--- src/rtl/mem_copy_pkg.sv ---
// mem_copy_pkg: shared types and constants for the memory copy engine.
//   state_e        - engine FSM state encoding
//   DEF_BASE_ADDR  - default byte address of RAM word 0
//   len_width()    - width of a word count that can hold 0..depth
package mem_copy_pkg;

  typedef enum logic [2:0] {
    ST_IDLE = 3'd0,
    ST_RD   = 3'd1,
    ST_WR   = 3'd2,
    ST_DONE = 3'd3,
    ST_ERR  = 3'd4
  } state_e;

  localparam logic [31:0] DEF_BASE_ADDR = 32'h1001_0000;

  // Length must represent MEMORY_DEPTH itself, hence the extra bit.
  function automatic int len_width(input int depth);
    return $clog2(depth) + 1;
  endfunction

endpackage

--- src/rtl/mem_copy_range_chk.sv ---
// mem_copy_range_chk: combinational range check of a (byte address, word
// count) pair against the RAM window starting at BASE_ADDR.
//   addr_i  - byte address of the first word
//   len_i   - number of words
//   valid_o - address is word aligned and the whole range fits in the RAM
module mem_copy_range_chk
  import mem_copy_pkg::*;
#(
  parameter int                    DATA_WIDTH   = 32,
  parameter int                    MEMORY_DEPTH = 64,
  parameter logic [DATA_WIDTH-1:0] BASE_ADDR    = DEF_BASE_ADDR,
  parameter int                    LEN_W        = len_width(MEMORY_DEPTH)
) (
  input  logic [DATA_WIDTH-1:0] addr_i,
  input  logic [LEN_W-1:0]      len_i,
  output logic                  valid_o
);

  localparam int SW = DATA_WIDTH + 1;

  logic [DATA_WIDTH-1:0] offset;
  logic [SW-1:0]         end_idx;

  // Addresses below BASE_ADDR wrap to a huge offset and fail the bound.
  assign offset  = addr_i - BASE_ADDR;
  // One extra bit so index + length can never wrap back into range.
  assign end_idx = SW'(offset[DATA_WIDTH-1:2]) + SW'(len_i);
  assign valid_o = (offset[1:0] == 2'b00) && (end_idx <= SW'(MEMORY_DEPTH));

endmodule

--- src/rtl/mem_copy_engine.sv ---
// mem_copy_engine: word-granular block copy inside a single-port data RAM.
// Each word takes one read cycle (combinational RAM read, captured at the
// edge) and one write cycle. The RAM port is driven only while busy.
//   clk, rst_n            - clock, asynchronous active-low reset
//   start_i               - request, sampled when the engine is not busy
//   Src_Addr_i/Dst_Addr_i - source / destination byte addresses
//   Length_i              - word count 0..MEMORY_DEPTH
//   busy_o                - copy in progress
//   done_o                - one-cycle completion pulse
//   error_o               - with done_o when the request was rejected
//   Address_o, Write_Data_o, Write_en_o, Read_Data_i - RAM port
// Optional feature macro MEM_COPY_FILL_EN: adds fill_i / Fill_Data_i; a fill
// request writes Fill_Data_i to the destination range, one word per cycle.
module mem_copy_engine
  import mem_copy_pkg::*;
#(
  parameter int                    DATA_WIDTH   = 32,
  parameter int                    MEMORY_DEPTH = 64,
  parameter logic [DATA_WIDTH-1:0] BASE_ADDR    = DEF_BASE_ADDR,
  localparam int                   LEN_W        = len_width(MEMORY_DEPTH)
) (
  input  logic                  clk,
  input  logic                  rst_n,
  input  logic                  start_i,
  input  logic [DATA_WIDTH-1:0] Src_Addr_i,
  input  logic [DATA_WIDTH-1:0] Dst_Addr_i,
  input  logic [LEN_W-1:0]      Length_i,
`ifdef MEM_COPY_FILL_EN
  input  logic                  fill_i,
  input  logic [DATA_WIDTH-1:0] Fill_Data_i,
`endif
  output logic                  busy_o,
  output logic                  done_o,
  output logic                  error_o,
  output logic [DATA_WIDTH-1:0] Address_o,
  output logic [DATA_WIDTH-1:0] Write_Data_o,
  output logic                  Write_en_o,
  input  logic [DATA_WIDTH-1:0] Read_Data_i
);

  state_e                state_q, state_d;
  logic [DATA_WIDTH-1:0] src_ptr_q, src_ptr_d;
  logic [DATA_WIDTH-1:0] dst_ptr_q, dst_ptr_d;
  logic [LEN_W-1:0]      cnt_q, cnt_d;
  logic [DATA_WIDTH-1:0] data_q, data_d;
  logic                  fill_q, fill_d;

  logic src_ok, dst_ok, fill_req, idle_like;

`ifdef MEM_COPY_FILL_EN
  assign fill_req = fill_i;
`else
  assign fill_req = 1'b0;
`endif

  mem_copy_range_chk #(
    .DATA_WIDTH  (DATA_WIDTH),
    .MEMORY_DEPTH(MEMORY_DEPTH),
    .BASE_ADDR   (BASE_ADDR),
    .LEN_W       (LEN_W)
  ) u_src_chk (
    .addr_i (Src_Addr_i),
    .len_i  (Length_i),
    .valid_o(src_ok)
  );

  mem_copy_range_chk #(
    .DATA_WIDTH  (DATA_WIDTH),
    .MEMORY_DEPTH(MEMORY_DEPTH),
    .BASE_ADDR   (BASE_ADDR),
    .LEN_W       (LEN_W)
  ) u_dst_chk (
    .addr_i (Dst_Addr_i),
    .len_i  (Length_i),
    .valid_o(dst_ok)
  );

  // The completion cycle also samples requests, so a new start lands on the
  // edge right after done_o without an extra idle cycle.
  assign idle_like = (state_q == ST_IDLE) || (state_q == ST_DONE) ||
                     (state_q == ST_ERR);

  always_comb begin
    state_d   = state_q;
    src_ptr_d = src_ptr_q;
    dst_ptr_d = dst_ptr_q;
    cnt_d     = cnt_q;
    data_d    = data_q;
    fill_d    = fill_q;
    if (idle_like) begin
      state_d = ST_IDLE;
      if (start_i) begin
        // A fill never reads, so the source address is irrelevant.
        if (!dst_ok || (!fill_req && !src_ok)) begin
          state_d = ST_ERR;
        end else if (Length_i == '0) begin
          state_d = ST_DONE;
        end else begin
          src_ptr_d = Src_Addr_i;
          dst_ptr_d = Dst_Addr_i;
          cnt_d     = Length_i;
          fill_d    = fill_req;
          state_d   = ST_RD;
`ifdef MEM_COPY_FILL_EN
          if (fill_req) begin
            data_d  = Fill_Data_i;
            state_d = ST_WR;
          end
`endif
        end
      end
    end else begin
      case (state_q)
        ST_RD: begin
          data_d  = Read_Data_i;
          state_d = ST_WR;
        end
        ST_WR: begin
          src_ptr_d = src_ptr_q + DATA_WIDTH'(4);
          dst_ptr_d = dst_ptr_q + DATA_WIDTH'(4);
          cnt_d     = cnt_q - LEN_W'(1);
          if (cnt_q == LEN_W'(1)) state_d = ST_DONE;
          else                    state_d = fill_q ? ST_WR : ST_RD;
        end
        default: state_d = ST_IDLE;
      endcase
    end
  end

  always_ff @(posedge clk or negedge rst_n) begin
    if (!rst_n) begin
      state_q   <= ST_IDLE;
      src_ptr_q <= '0;
      dst_ptr_q <= '0;
      cnt_q     <= '0;
      data_q    <= '0;
      fill_q    <= 1'b0;
    end else begin
      state_q   <= state_d;
      src_ptr_q <= src_ptr_d;
      dst_ptr_q <= dst_ptr_d;
      cnt_q     <= cnt_d;
      data_q    <= data_d;
      fill_q    <= fill_d;
    end
  end

  // Outputs decode registered state only; reset forces Write_en_o low at once.
  always_comb begin
    Address_o = BASE_ADDR;
    case (state_q)
      ST_RD:   Address_o = src_ptr_q;
      ST_WR:   Address_o = dst_ptr_q;
      default: Address_o = BASE_ADDR;
    endcase
  end

  assign Write_Data_o = data_q;
  assign Write_en_o   = (state_q == ST_WR);
  assign busy_o       = (state_q == ST_RD) || (state_q == ST_WR);
  assign done_o       = (state_q == ST_DONE) || (state_q == ST_ERR);
  assign error_o      = (state_q == ST_ERR);

endmodule

--- config.mk ---
export PLATFORM = sky130hd
export DESIGN_NAME = mem_copy_engine
export DESIGN_NICKNAME = d
export VERILOG_FILES = /design/src/rtl/mem_copy_pkg.sv /design/src/rtl/mem_copy_range_chk.sv /design/src/rtl/mem_copy_engine.sv
export SDC_FILE = /design/constraint.sdc
export NUM_CORES = 1
export LEC_CHECK = 0
export BUFFER_PORTS_ARGS = -buffer_cell sky130_fd_sc_hd__buf_2
export CAP_MARGIN = 30
export CORE_MARGIN = 2
export CORE_UTILIZATION = 30
export CTS_BUF_LIST = sky130_fd_sc_hd__clkbuf_16
export DETAILED_ROUTE_END_ITERATION = 8
export PLACE_DENSITY_LB_ADDON = 0.3
export SYNTH_ARGS = -nofsm -noshare
export SYNTH_HDL_FRONTEND = slang
export SYNTH_SLANG_ARGS = --single-unit
--- constraint.sdc ---
create_clock -name clk -period 3.1 [get_ports clk]
set_clock_uncertainty 0.1 [all_clocks]
set_input_delay 0 -clock clk [delete_from_list [all_inputs] [get_ports clk]]
set_output_delay 0 -clock clk [all_outputs]
set_load 0.01 [all_outputs]
==> run metrics <==
share of layout cells above drive strength 1 approximately two fifths; Pre-Repair DR Iteration Count 7; Seq pwr share about two fifths; DRT Wirelength 33.87 mm; clock sinks approximately 110; post-synth top area share 29.74%; buffer depth of the longest clock path 2; slack of the critical path -0.3291 ns; 1st-iter DRT viols 920; die area between 30000 and 40000 um2; Synth area leaders dfrtp_1 30%, mux2_2 5.3%, nor2_1 4.3%; synth warn 0; Hold Crit Class primary input to register; Fill cells 2842; Pint ~0.0028 W; flops & latches, synth 106; CP Buf/Inv Count 4; violated checks negative setup slack; fin. max-slew vios 0; worst path cell trace buf_8, ha_4, inv_2, fa_2, nand2b_4, a211o_4, a21oi_2, nor4b_4, and3_1, nor3_1, or4_4, or3_4, buf_6, nor4_4, bufbuf_16, mux2_2; Setup Viol. Count Final 74; Netlist Area Pre-Place 8919 um2; Clk Tree Root Cell clkbuf_16; Worst VDD drop 0.2722 mV; Distinct cells, synth 84; worst-path fanout max 7; pwr/cell area 292.8 nW/um2; switching part of the total 31.32%; Metal-1 WL 14.89 mm; WL/cell between 15 and 20 um; most common cell in the netlist dfrtp_1; Post-Syn Nets 1224; vias in the first global route 10.12k; Post-Layout Cell Count 1928; Synth Flop Type dfrtp_1; core area 29480 um2; final worst path period need 3.429 ns; clock share of power 29.2%; P_sw roughly 0.0013 W; die width 176.4 um; Layout area overhead 54.24%; CTS tree done; family with the most delay on the worst path simple AND/OR/NAND/NOR gates; later-pin clock latency in the skew report 0.35 ns; Worst slew margin 54.56%; Starting Density around 30%; via/cell ratio 5.374; Worst Hold End dst_ptr_q[16]; H-tree depth 3; crit-path max cell delay about 0.43 ns; Mapped Cells between 1k and 1.5k; GPL Wtd Cong 0.9110; Mean Syn Cell Area 8.137 um2; Std-Cell Rows between 60 and 70; status complete, but fails checks; leakage about 6 nW; number of max-cap violations 0; placed insts 1839; global-route wire length before repair approximately 53 mm; WP data arrival 3.56 ns; met3 WL 2.029 mm; Chip Height 176.4 um; Comb pwr share a little under a third; Nets approximately 1.7k; highest metal used met4; RSZ-0062 raised after global routing true; post-route ant nets 0; total power between 0.004 and 0.005 W; gr usage total 21.25%; Hold Startpoint Dst_Addr_i[9]; # IOs 174; Post-synth ARST share 100.0%; final HPWL from detailed placement 25.63 mm; clock transition at the registers of the reported paths roughly 0.07 ns; met2 WL 16.29 mm; Synth top cells by count 106 x dfrtp_1, 103 x nor2_1, 88 x nand2_1; Final Hold Vio Count 0; vias post-DR approximately 10k; initial antenna violation count 0; Worst setup EP type register; largest area contributor in the netlist dfrtp_1; Reg2Reg Depth 11; worst-margin pin slew approximately 0.68 ns; largest net degree at the start of global routing 70; port bufs 173; gr ovfl total 0; Crit Reg-Reg Endpoint dst_ptr_q[31]; RR Startpoint dst_ptr_q[6]; Worst setup SP type primary input; Crit Path Category primary input to register; residual DRC count 0; total CTS buffers 9; reg-to-reg slack, setup 0.28 ns; post-synthesis sequential area ratio 29.74%; hold path cells 3; Critical-path top delay cell or4_4; fin crit share 110.6%; Post-synth EDFFs 0; ant diodes 0; maximum clock rate 0.2916 GHz; worst path required time about 3.2 ns
## through the flow
step | instance area, um2 | hold WS (ns) | util (%) | setup TNS, ns | setup WS (ns)
after floorplan | 9161 | -0.3956 | - | -26.41 | -0.5282
after global placement | 12120 | 0.09056 | 41.10 | -49.84 | -0.8216
after detailed placement | 12120 | 0.1083 | 41.10 | -52.16 | -0.8823
after CTS | 13540 | 0.008449 | 45.92 | -13.35 | -0.3300
after global routing | 13760 | 0.03299 | 46.66 | -23.69 | -0.4614
final | 13760 | 0.008083 | 46.66 | -13.55 | -0.3291
## worst max-delay path by stage
stage / from / end / slack (ns) / depth (start not counted)
5_1_grt: Length_i[0] / src_ptr_q[30] / -0.46 / 18
3_3_place_gp: Dst_Addr_i[8] / dst_ptr_q[13] / -0.82 / 14
6_report: Dst_Addr_i[2] / cnt_q[2] / -0.33 / 16
3_5_place_dp: Dst_Addr_i[8] / dst_ptr_q[6] / -0.88 / 16
2_1_floorplan: Src_Addr_i[25] / cnt_q[6] / -0.53 / 13
4_1_cts: Length_i[1] / cnt_q[5] / -0.33 / 15
## cell type report
| type | count | area, um2 | area share, % |
|---|---|---|---|
| multi-input combinational | 882 | 6486 | 47.15 |
| timing repair buffer | 491 | 3667 | 26.66 |
| sequential | 106 | 2653 | 19.28 |
| tap | 390 | 488.0 | 3.547 |
| clock buffer | 9 | 225.2 | 1.637 |
| inverter | 43 | 161.4 | 1.173 |
| clock inverter | 7 | 75.07 | 0.5458 |
## state kept, by name, summed over array words and instances, names as in the netlist
name / flops
Write_Data_o: 32
cnt_q: 7
dst_ptr_q: 32
src_ptr_q: 32
state_q: 3
## power groups by stage
stage	Sequential [W]	Clock [W]	Combinational, W
3_3_place_gp	0.00161	0	0.00111
2_1_floorplan	0.00164	0	0.000533
3_5_place_dp	0.00162	0	0.00112
5_1_grt	0.00161	0.00126	0.00137
4_1_cts	0.00159	0.00120	0.00123
6_report	0.00160	0.00118	0.00126
## cell families after synthesis
group	share of synthesized area [%]
DFF	29.74
muxes	6.762
AOI/OAI and AO/OA	22.88
adders and majority gates	3.255
and+or+nand+nor	27.64
xor gates and xnor gates	4.910
buffers and inverters	4.812
## metal layers
layer  GRT usage (%)  vias up
li1                -     5003
met1           28.54     4943
met2           36.83      366
met3           1.916       49
met4           5.131        0
met5               0        -
## worst register-to-register path: cells and delay by family (launching register included)
kind	cells	cell delay (ns)
and+or+nand+nor	8	1.68
buffers and inverters	2	0.25
AOI/OAI and AO/OA	1	0.22
DFF	1	0.46
## placed cells by master, fill, tap and decap left out, types with 13 or more instances in the layout
cell,instances
dlygate4sd3_1,48
dfrtp_1,106
inv_1,39
buf_6,23
a22o_1,25
xor2_1,16
nand2_1,85
mux2_2,36
or2_2,16
nor3_1,51
buf_2,167
nand3_1,44
nor4_1,13
a21oi_1,65
and3_1,16
buf_4,238
nor2_1,102
a31oi_1,23
nand4_1,20
o21ai_0,28
xnor2_1,31
ha_1,17
## repair_timing
item	4_1_cts	5_1_grt
setup endpoints to repair	74	74
gates resized for setup	101	36
hold buffers	47	1
buffers inserted	19	5
endpoints found under the hold margin	115	1
pin swaps	26	11
cloned	3	0
(Power assumes the default switching activity.)
